**src/rtl/mole_game_sequencer.sv**
```systemverilog
// mole_game_sequencer: round controller for Whack Some Moles.
// Latches the level on start, runs IDLE -> READY -> PLAY -> OVER, schedules
// mole pop-ups from a free-running LFSR, times the round and keeps score.
// Optional build macro: PAUSE_TOGGLE_EN adds a pause input, a paused output
// and a PAUSED state (reported as game_state=1 together with paused=1).
`timescale 1ns/1ps

module mole_game_sequencer #(
    parameter int unsigned GAME_SECONDS  = 30,
    parameter int unsigned READY_SECONDS = 3,
    parameter int unsigned PERIOD_L1     = 12,
    parameter int unsigned PERIOD_L2     = 8,
    parameter int unsigned PERIOD_L3     = 5,
    parameter logic [7:0]  LFSR_SEED     = 8'hA5
) (
    input  logic       clk,
    input  logic       rst,
    input  logic       start,
    input  logic [1:0] selected_level,
    input  logic       tick_1hz,
    input  logic       tick_fast,
    input  logic       hit,
    input  logic [2:0] hit_idx,
`ifdef PAUSE_TOGGLE_EN
    input  logic       pause,
    output logic       paused,
`endif
    output logic [1:0] game_state,
    output logic [1:0] active_level,
    output logic [5:0] time_left,
    output logic       mole_up,
    output logic [2:0] mole_idx,
    output logic [6:0] score
);

`ifdef PAUSE_TOGGLE_EN
    typedef enum logic [2:0] {
        ST_IDLE   = 3'd0,
        ST_READY  = 3'd1,
        ST_PLAY   = 3'd2,
        ST_OVER   = 3'd3,
        ST_PAUSED = 3'd4
    } state_t;
`else
    typedef enum logic [2:0] {
        ST_IDLE  = 3'd0,
        ST_READY = 3'd1,
        ST_PLAY  = 3'd2,
        ST_OVER  = 3'd3
    } state_t;
`endif

    state_t     state;
    logic [7:0] lfsr;
    logic [7:0] spawn_cnt;
    logic [7:0] period_m1;
    logic       hit_ok;
    logic       spawn_now;
    logic [6:0] score_inc;

    // Spawn period for the latched level, plus hit/spawn qualifiers for PLAY.
    always_comb begin
        period_m1 = 8'(PERIOD_L1 - 1);
        case (active_level)
            2'd2:    period_m1 = 8'(PERIOD_L2 - 1);
            2'd3:    period_m1 = 8'(PERIOD_L3 - 1);
            default: period_m1 = 8'(PERIOD_L1 - 1);
        endcase
        hit_ok    = hit && mole_up && (hit_idx == mole_idx);
        spawn_now = tick_fast && (spawn_cnt == period_m1);
        score_inc = (score >= 7'd99) ? 7'd99 : score + 7'd1;
    end

    // Free-running 8-bit Fibonacci LFSR (taps 8,6,5,4), advancing every clock
    // so the mole positions depend on when the player acts.
    always_ff @(posedge clk or posedge rst) begin
        if (rst) begin
            lfsr <= LFSR_SEED;
        end else begin
            lfsr <= {lfsr[6:0], lfsr[7] ^ lfsr[5] ^ lfsr[4] ^ lfsr[3]};
        end
    end

    // Round state machine; every output is a register updated here.
    always_ff @(posedge clk or posedge rst) begin
        if (rst) begin
            state        <= ST_IDLE;
            game_state   <= 2'd0;
            active_level <= 2'd0;
            time_left    <= 6'd0;
            mole_up      <= 1'b0;
            mole_idx     <= 3'd0;
            score        <= 7'd0;
            spawn_cnt    <= 8'd0;
`ifdef PAUSE_TOGGLE_EN
            paused       <= 1'b0;
`endif
        end else begin
            case (state)
                ST_IDLE: begin
                    if (start && (selected_level != 2'd0)) begin
                        state        <= ST_READY;
                        game_state   <= 2'd1;
                        active_level <= selected_level;
                        time_left    <= 6'(READY_SECONDS);
                        score        <= 7'd0;
                    end
                end
                ST_READY: begin
                    if (tick_1hz) begin
                        if (time_left == 6'd1) begin
                            state      <= ST_PLAY;
                            game_state <= 2'd2;
                            time_left  <= 6'(GAME_SECONDS);
                            spawn_cnt  <= 8'd0;
                            mole_up    <= 1'b0;
                        end else begin
                            time_left <= time_left - 6'd1;
                        end
                    end
                end
                ST_PLAY: begin
`ifdef PAUSE_TOGGLE_EN
                    if (pause) begin
                        state      <= ST_PAUSED;
                        game_state <= 2'd1;
                        paused     <= 1'b1;
                    end else begin
`endif
                    // Later assignments win: a spawn re-raises a mole just
                    // whacked, and the end of the round lowers everything.
                    if (hit_ok) begin
                        score   <= score_inc;
                        mole_up <= 1'b0;
                    end
                    if (tick_fast) begin
                        if (spawn_now) begin
                            spawn_cnt <= 8'd0;
                            mole_up   <= 1'b1;
                            mole_idx  <= lfsr[2:0];
                        end else begin
                            spawn_cnt <= spawn_cnt + 8'd1;
                        end
                    end
                    if (tick_1hz) begin
                        if (time_left == 6'd1) begin
                            state      <= ST_OVER;
                            game_state <= 2'd3;
                            time_left  <= 6'd0;
                            mole_up    <= 1'b0;
                        end else begin
                            time_left <= time_left - 6'd1;
                        end
                    end
`ifdef PAUSE_TOGGLE_EN
                    end
`endif
                end
                ST_OVER: begin
                    if (start) begin
                        state      <= ST_IDLE;
                        game_state <= 2'd0;
                    end
                end
`ifdef PAUSE_TOGGLE_EN
                ST_PAUSED: begin
                    if (pause) begin
                        state      <= ST_PLAY;
                        game_state <= 2'd2;
                        paused     <= 1'b0;
                    end
                end
`endif
                default: begin
                    state      <= ST_IDLE;
                    game_state <= 2'd0;
                end
            endcase
        end
    end

endmodule

```
**config.mk**
```make
export PLATFORM = sky130hd
export DESIGN_NAME = mole_game_sequencer
export DESIGN_NICKNAME = d
export VERILOG_FILES = /design/src/rtl/mole_game_sequencer.sv
export SDC_FILE = /design/constraint.sdc
export NUM_CORES = 1
export LEC_CHECK = 0
export BUFFER_PORTS_ARGS = -buffer_cell sky130_fd_sc_hd__buf_2
export CAP_MARGIN = 20
export CORE_MARGIN = 2
export CORE_UTILIZATION = 56
export DETAILED_ROUTE_END_ITERATION = 10
export PLACE_DENSITY = 0.79
export SYNTH_ARGS = -nofsm -noshare
export SYNTH_HDL_FRONTEND = slang
export SYNTH_SLANG_ARGS = --single-unit
```
**constraint.sdc**
```tcl
create_clock -name clk -period 2.3 [get_ports clk]
set_clock_uncertainty 0.2 [all_clocks]
set_input_delay 0.46 -clock clk [delete_from_list [all_inputs] [get_ports clk]]
set_output_delay 0.46 -clock clk [all_outputs]
set_load 0.01 [all_outputs]
```
Yosys cells after proc, flatten, opt, wreduce, memory -nomap -nowiden
Index checks and enable logic that the tools add are counted.

word-level totals
  output and inout bits = 21
  register bits = 40
  input port bits = 11
  word-level logic and storage cells = 86

cells by class
  order comparisons = 1
  bitwise gates (word level) = 3
  eq/ne operators = 16
  add/subtract/negate cells = 3
  muxes and demuxes = 38
  reductions and logical operators = 16

operators by type and width
  kind                                                                    count
  8-bit two-way mux                                                       4
  6-bit two-way mux                                                       5
  7-bit two-way mux                                                       3
  3-bit two-way mux                                                       6
  6-bit one-hot mux with 3 select lines                                   1
  2-bit != test (second input constant)                                   8
  8-bit one-hot mux with 2 select lines                                   1
  7-bit one-hot mux with 2 select lines                                   1
  2-bit two-way mux                                                       6
  3-bit one-hot mux with 4 select lines                                   1
  3-bit AND reduction                                                     3
  8-bit by 1-bit adder with 8-bit output (second input constant)          1
  8-bit equality test                                                     1
  2-bit one-hot mux with 4 select lines                                   1
  4-bit one-hot mux with 2 select lines                                   1
  4-bit AND reduction                                                     2
  7-bit by 1-bit adder with 7-bit output (second input constant)          1
  7-bit greater-or-equal comparator (second input constant)               1
  1-bit two-way mux                                                       7
  3-bit by 2-bit equality test with 1-bit output (second input constant)  2
  6-bit by 1-bit equality test with 1-bit output (second input constant)  1
  6-bit AND reduction                                                     1
  2-bit nonzero test                                                      3
  6-bit by 1-bit subtractor with 6-bit output (second input constant)     1
  other kinds (9)                                                         15

Longest topological paths before layout
  word-level depth = 9
  depth in mapped cells = 9
  depth with buffers taken out = 7

Least setup slack after synthesis
OpenSTA, ideal clock, no wires.

  path kind = reg-to-reg
  start point = reg state[0]
  end point = reg spawn_cnt[7]
  path slack = 0.245 ns
  data arrival time = 1.786 ns
  required time = 2.031 ns
  clock period less this slack = 2.055 ns
  path buffers = 1
  stages on the path, launching flop included = 8
  setup time = 0.069 ns
  cell sequence = dfrtp_1 > inv_1 > ha_1 > buf_2 > mux2i_1 > a21o_1 > or4_1 > nand3_1

on the way
  longest elaborated chain between the ends = 3
  elaborated cells on any way between the ends = 8
  classes of those cells = 5 x eq/ne; 1 x mux; 2 x reduce/logical

RTL lines
  what                                                                                                              RTL line  RTL
  start, declared                                                                                                   53        state_t state;
  start signal, assigned                                                                                            87        state <= ST_IDLE;
  start signal, assigned                                                                                            102       state <= ST_READY;
  start signal, assigned                                                                                            112       state <= ST_PLAY;
  3-bit by 1-bit equality test with 1-bit output or 3-bit by 2-bit equality test with 1-bit output (tied branches)  99        case (state)
  2-bit != test (no source line) or 2-bit nonzero test (tied branches)                                              -
  4-bit AND reduction (no source line)                                                                              -
  end signal, assigned                                                                                              142       spawn_cnt <= spawn_cnt + 8'd1;
  end, declared                                                                                                     55        logic [7:0] spawn_cnt;

Several ways; a longest one is shown, not always the timed one.
A chain may end at the register's enable or synchronous reset.

Final worst setup path
  start point = reg state[0]
  end point = reg score[3]

on the way
  longest elaborated chain between the ends = 3
  elaborated cells on any way between the ends = 7
  classes of those cells = 3 x eq/ne; 1 x mux; 3 x reduce/logical

RTL lines
  what                                                                                 RTL line  RTL
  3-bit by 2-bit equality test with 1-bit output or 3-bit logical NOT (tied branches)  99
  2-bit != test (no source line) or 2-bit nonzero test (tied branches)                 -
  3-bit AND reduction (no source line)                                                 -
  end signal, assigned                                                                 133       score <= score_inc;
  end, declared                                                                        33        output logic [6:0] score

Several ways; a longest one is shown, not always the timed one.

==> impl_metrics.json <==
{
  "outcome": "finished with violations",
  "violations": "negative hold slack",
  "fin_crit_ns": 2.149,
  "cp.required_ns": 2.36,
  "area.growth.synth_to_final_pct": 16.20,
  "synth_top_area_share": 0.4097,
  "crit_fanout": 8,
  "synth_ff_type": "dfrtp_1",
  "synth_nets": 231,
  "synth_seq_area_share": 0.4618,
  "synthArstFlopShare": 1.000,
  "power_switching_mw": 1.215,
  "cts_tree": "yes",
  "timing.rr.end": "score[3]",
  "synth_cell_types": 44,
  "crit_path_end_kind": "flop",
  "synth_area_um2": 2016,
  "worstSetupPathType": "flop to flop",
  "dieArea_um2": 4095,
  "slew_headroom": 0.6917,
  "gp_congestion": 0.8327,
  "final_util": 0.6910,
  "cts_buffers": 5,
  "synth.avg_cell_area_um2": 9.553,
  "clockPowerShare": 0.167,
  "die_h_um": 64.00,
  "pwr-share-seq": 0.347,
  "ctsResizeCount": 0,
  "p_per_area_nw_per_um2": 1190,
  "grt_use_total": 0.2188,
  "post-cts-setup-buffer-count": 0,
  "whs_ns": -0.005702,
  "synth_cells": 211,
  "drc_errors": 0,
  "h-tree-depth": 2,
  "worstSkewPairLatency_ns": 0.36,
  "fill_cells": 277,
  "multi_input_area_um2": 1042,
  "max_freq_mhz": 465.2,
  "rrSetupSlack_ns": 0.15,
  "min_period_over_period": 0.9345,
  "ant_nets": 0,
  "worst_slew_pin_slew_ns": 0.4624,
  "hpwl_um": 2847,
  "antenna_found_initial": 0,
  "grt_max_degree": 38,
  "reg2regPathDepth": 6,
  "finalSetupTns_ns": 0,
  "grt_pass1_wl_um": 7024,
  "synth_top_area_cell": "dfrtp_1",
  "drt_iter0_drc": 144,
  "ctsHoldBuffers": 0,
  "switching_share": 0.4360,
  "start_util": 0.5947,
  "wl_um": 4097,
  "p_int_mw": 1.572,
  "nets": 270,
  "ios": 32,
  "yosys-top-cells-count": "dfrtp_1, nand2_1, o21ai_0",
  "slew_viol_final": 0,
  "io_buffers": 31,
  "cts-root-buf": "clkbuf_4",
  "cts_num_sinks": 37,
  "p_total_mw": 2.787,
  "dr.pass1.iters": 4,
  "die_w_um": 64.00,
  "synth_edf_count": 0,
  "ys_ff_latch": 37,
  "synthTopCellsByArea": "dfrtp_1, ha_1, o21ai_0",
  "vdd_drop_max_mv": 0.7223,
  "start_kind": "flop",
  "wl_per_cell_um": 13.79,
  "synth_warnings": 0,
  "drive_gt1_frac": 0.2311,
  "yosysMostFrequentCell": "dfrtp_1",
  "core_area_um2": 3390,
  "overflow": 0,
  "setup_viol": 0,
  "seq_area_um2": 932.1,
  "via_count": 1678,
  "grt_pass1_vias": 1581,
  "clock_path_buffers": 2,
  "antenna_cells": 0,
  "arrival_ns": 2.20,
  "rr_startpoint": "state[0]",
  "power_frac_comb": 0.486,
  "hold_viol_final": 18,
  "routed_via_density": 5.650,
  "p_leak_nw": 1.153,
  "num_rows": 21,
  "cap_violations": 0,
  "clk_pin_slew_ns": 0.12,
  "min_path_type": "input port to async pin"
}
[state kept, by name, indices dropped and copies added, names as in the netlist]
signal	count
spawn_cnt	8
time_left	6
mole_up	1
score	7
active_level	2
mole_idx	3
state	2
lfsr	8
[worst max path at each step]
| stage | from | end | slack, ns | depth (start not counted) |
|---|---|---|---|---|
| floorplan | state[0] | spawn_cnt[7] | 0.24 | 7 |
| global placement | state[1] | spawn_cnt[7] | 0.21 | 6 |
| detailed placement | state[0] | score[4] | 0.15 | 8 |
| CTS | state[0] | score[4] | 0.12 | 8 |
| global route | state[0] | score[4] | -0.006 | 8 |
| finish | state[0] | score[3] | 0.15 | 6 |
[metal layers]
| metal | vias to the layer above | GRT usage | wire length, um |
|---|---|---|---|
| li1 | 835 | - | - |
| met1 | 791 | 0.3014 | 2011 |
| met2 | 46 | 0.3411 | 1824 |
| met3 | 6 | 0.05106 | 206 |
| met4 | 0 | 0.07065 | 55 |
| met5 | - | 0 | 0 |
[power groups by stage]
stage          combinational, mW  clock, mW  sequential [mW]
6_report                    1.35      0.465            0.967
5_1_grt                     1.53      0.501            0.993
4_1_cts                     1.33      0.476            0.965
3_5_place_dp                1.32          0            0.972
3_3_place_gp                1.30          0            0.967
2_1_floorplan              0.917          0            0.991
[cells by family (layout without fill, tap and decap cells)]
group                      after synthesis  count (layout)  synth area share
and+or+nand+nor                         83              83            0.2104
AOI/OAI and AO/OA                       57              57            0.1875
DFF                                     37              37            0.4618
buffers and inverters                   13              53           0.02607
adders and majority gates                9               9           0.05587
xor gates and xnor gates                 6               6           0.02607
muxes                                    6               6           0.03228
[cell usage in the layout (no fill, tap or decap), types with 2 or more instances in the layout]
| cell type | netlist | layout |
|---|---|---|
| a21o_1 | 3 | 3 |
| a21oi_1 | 8 | 8 |
| a22o_1 | 5 | 5 |
| and2_1 | 2 | 2 |
| and3_1 | 3 | 3 |
| buf_2 | 3 | 31 |
| buf_4 | 0 | 5 |
| clkbuf_4 | 0 | 5 |
| dfrtp_1 | 33 | 32 |
| dfstp_2 | 4 | 4 |
| ha_1 | 9 | 9 |
| inv_1 | 9 | 9 |
| mux2_2 | 4 | 4 |
| mux2i_1 | 2 | 2 |
| nand2_1 | 27 | 27 |
| nand2b_1 | 4 | 4 |
| nand3_1 | 9 | 9 |
| nor2_1 | 9 | 9 |
| nor2b_1 | 9 | 9 |
| nor3_1 | 6 | 6 |
| nor4_1 | 5 | 5 |
| o21ai_0 | 22 | 22 |
| o31a_1 | 2 | 2 |
| o31ai_1 | 5 | 5 |
| o41ai_1 | 2 | 2 |
| xnor2_1 | 2 | 2 |
| xor2_1 | 4 | 4 |
[layout make-up]
| type | count | share of cell area |
|---|---|---|
| clock buffers | 5 | 0.01603 |
| clock inverters | 3 | 0.01976 |
| inverters | 9 | 0.01442 |
| multi-input cells | 161 | 0.4450 |
| flip-flops and latches | 37 | 0.3980 |
| well taps | 46 | 0.02457 |
| repair buffers | 36 | 0.08226 |
[stage by stage]
| stage | hold WS [ns] | instance area [um2] | std cells | setup slack (ns) |
|---|---|---|---|---|
| floorplan | 0.1330 | 2016 | 211 | 0.2449 |
| global placement | 0.1358 | 2247 | 289 | 0.2130 |
| detailed placement | 0.1473 | 2247 | 289 | 0.1476 |
| CTS | 0.007837 | 2331 | 297 | 0.1235 |
| global route | 0.03374 | 2342 | 297 | -0.006060 |
| finish | -0.005702 | 2342 | 297 | 0.1506 |
[worst max-delay path, cell delays in order (launching register included)]
cell and delay [ns]:
dfrtp_2 0.46, inv_1 0.09, ha_1 0.32, buf_4 0.20, a21boi_0 0.33, a31oi_2 0.11, o41ai_1 0.34
Power figures use the tool's default switching activity.
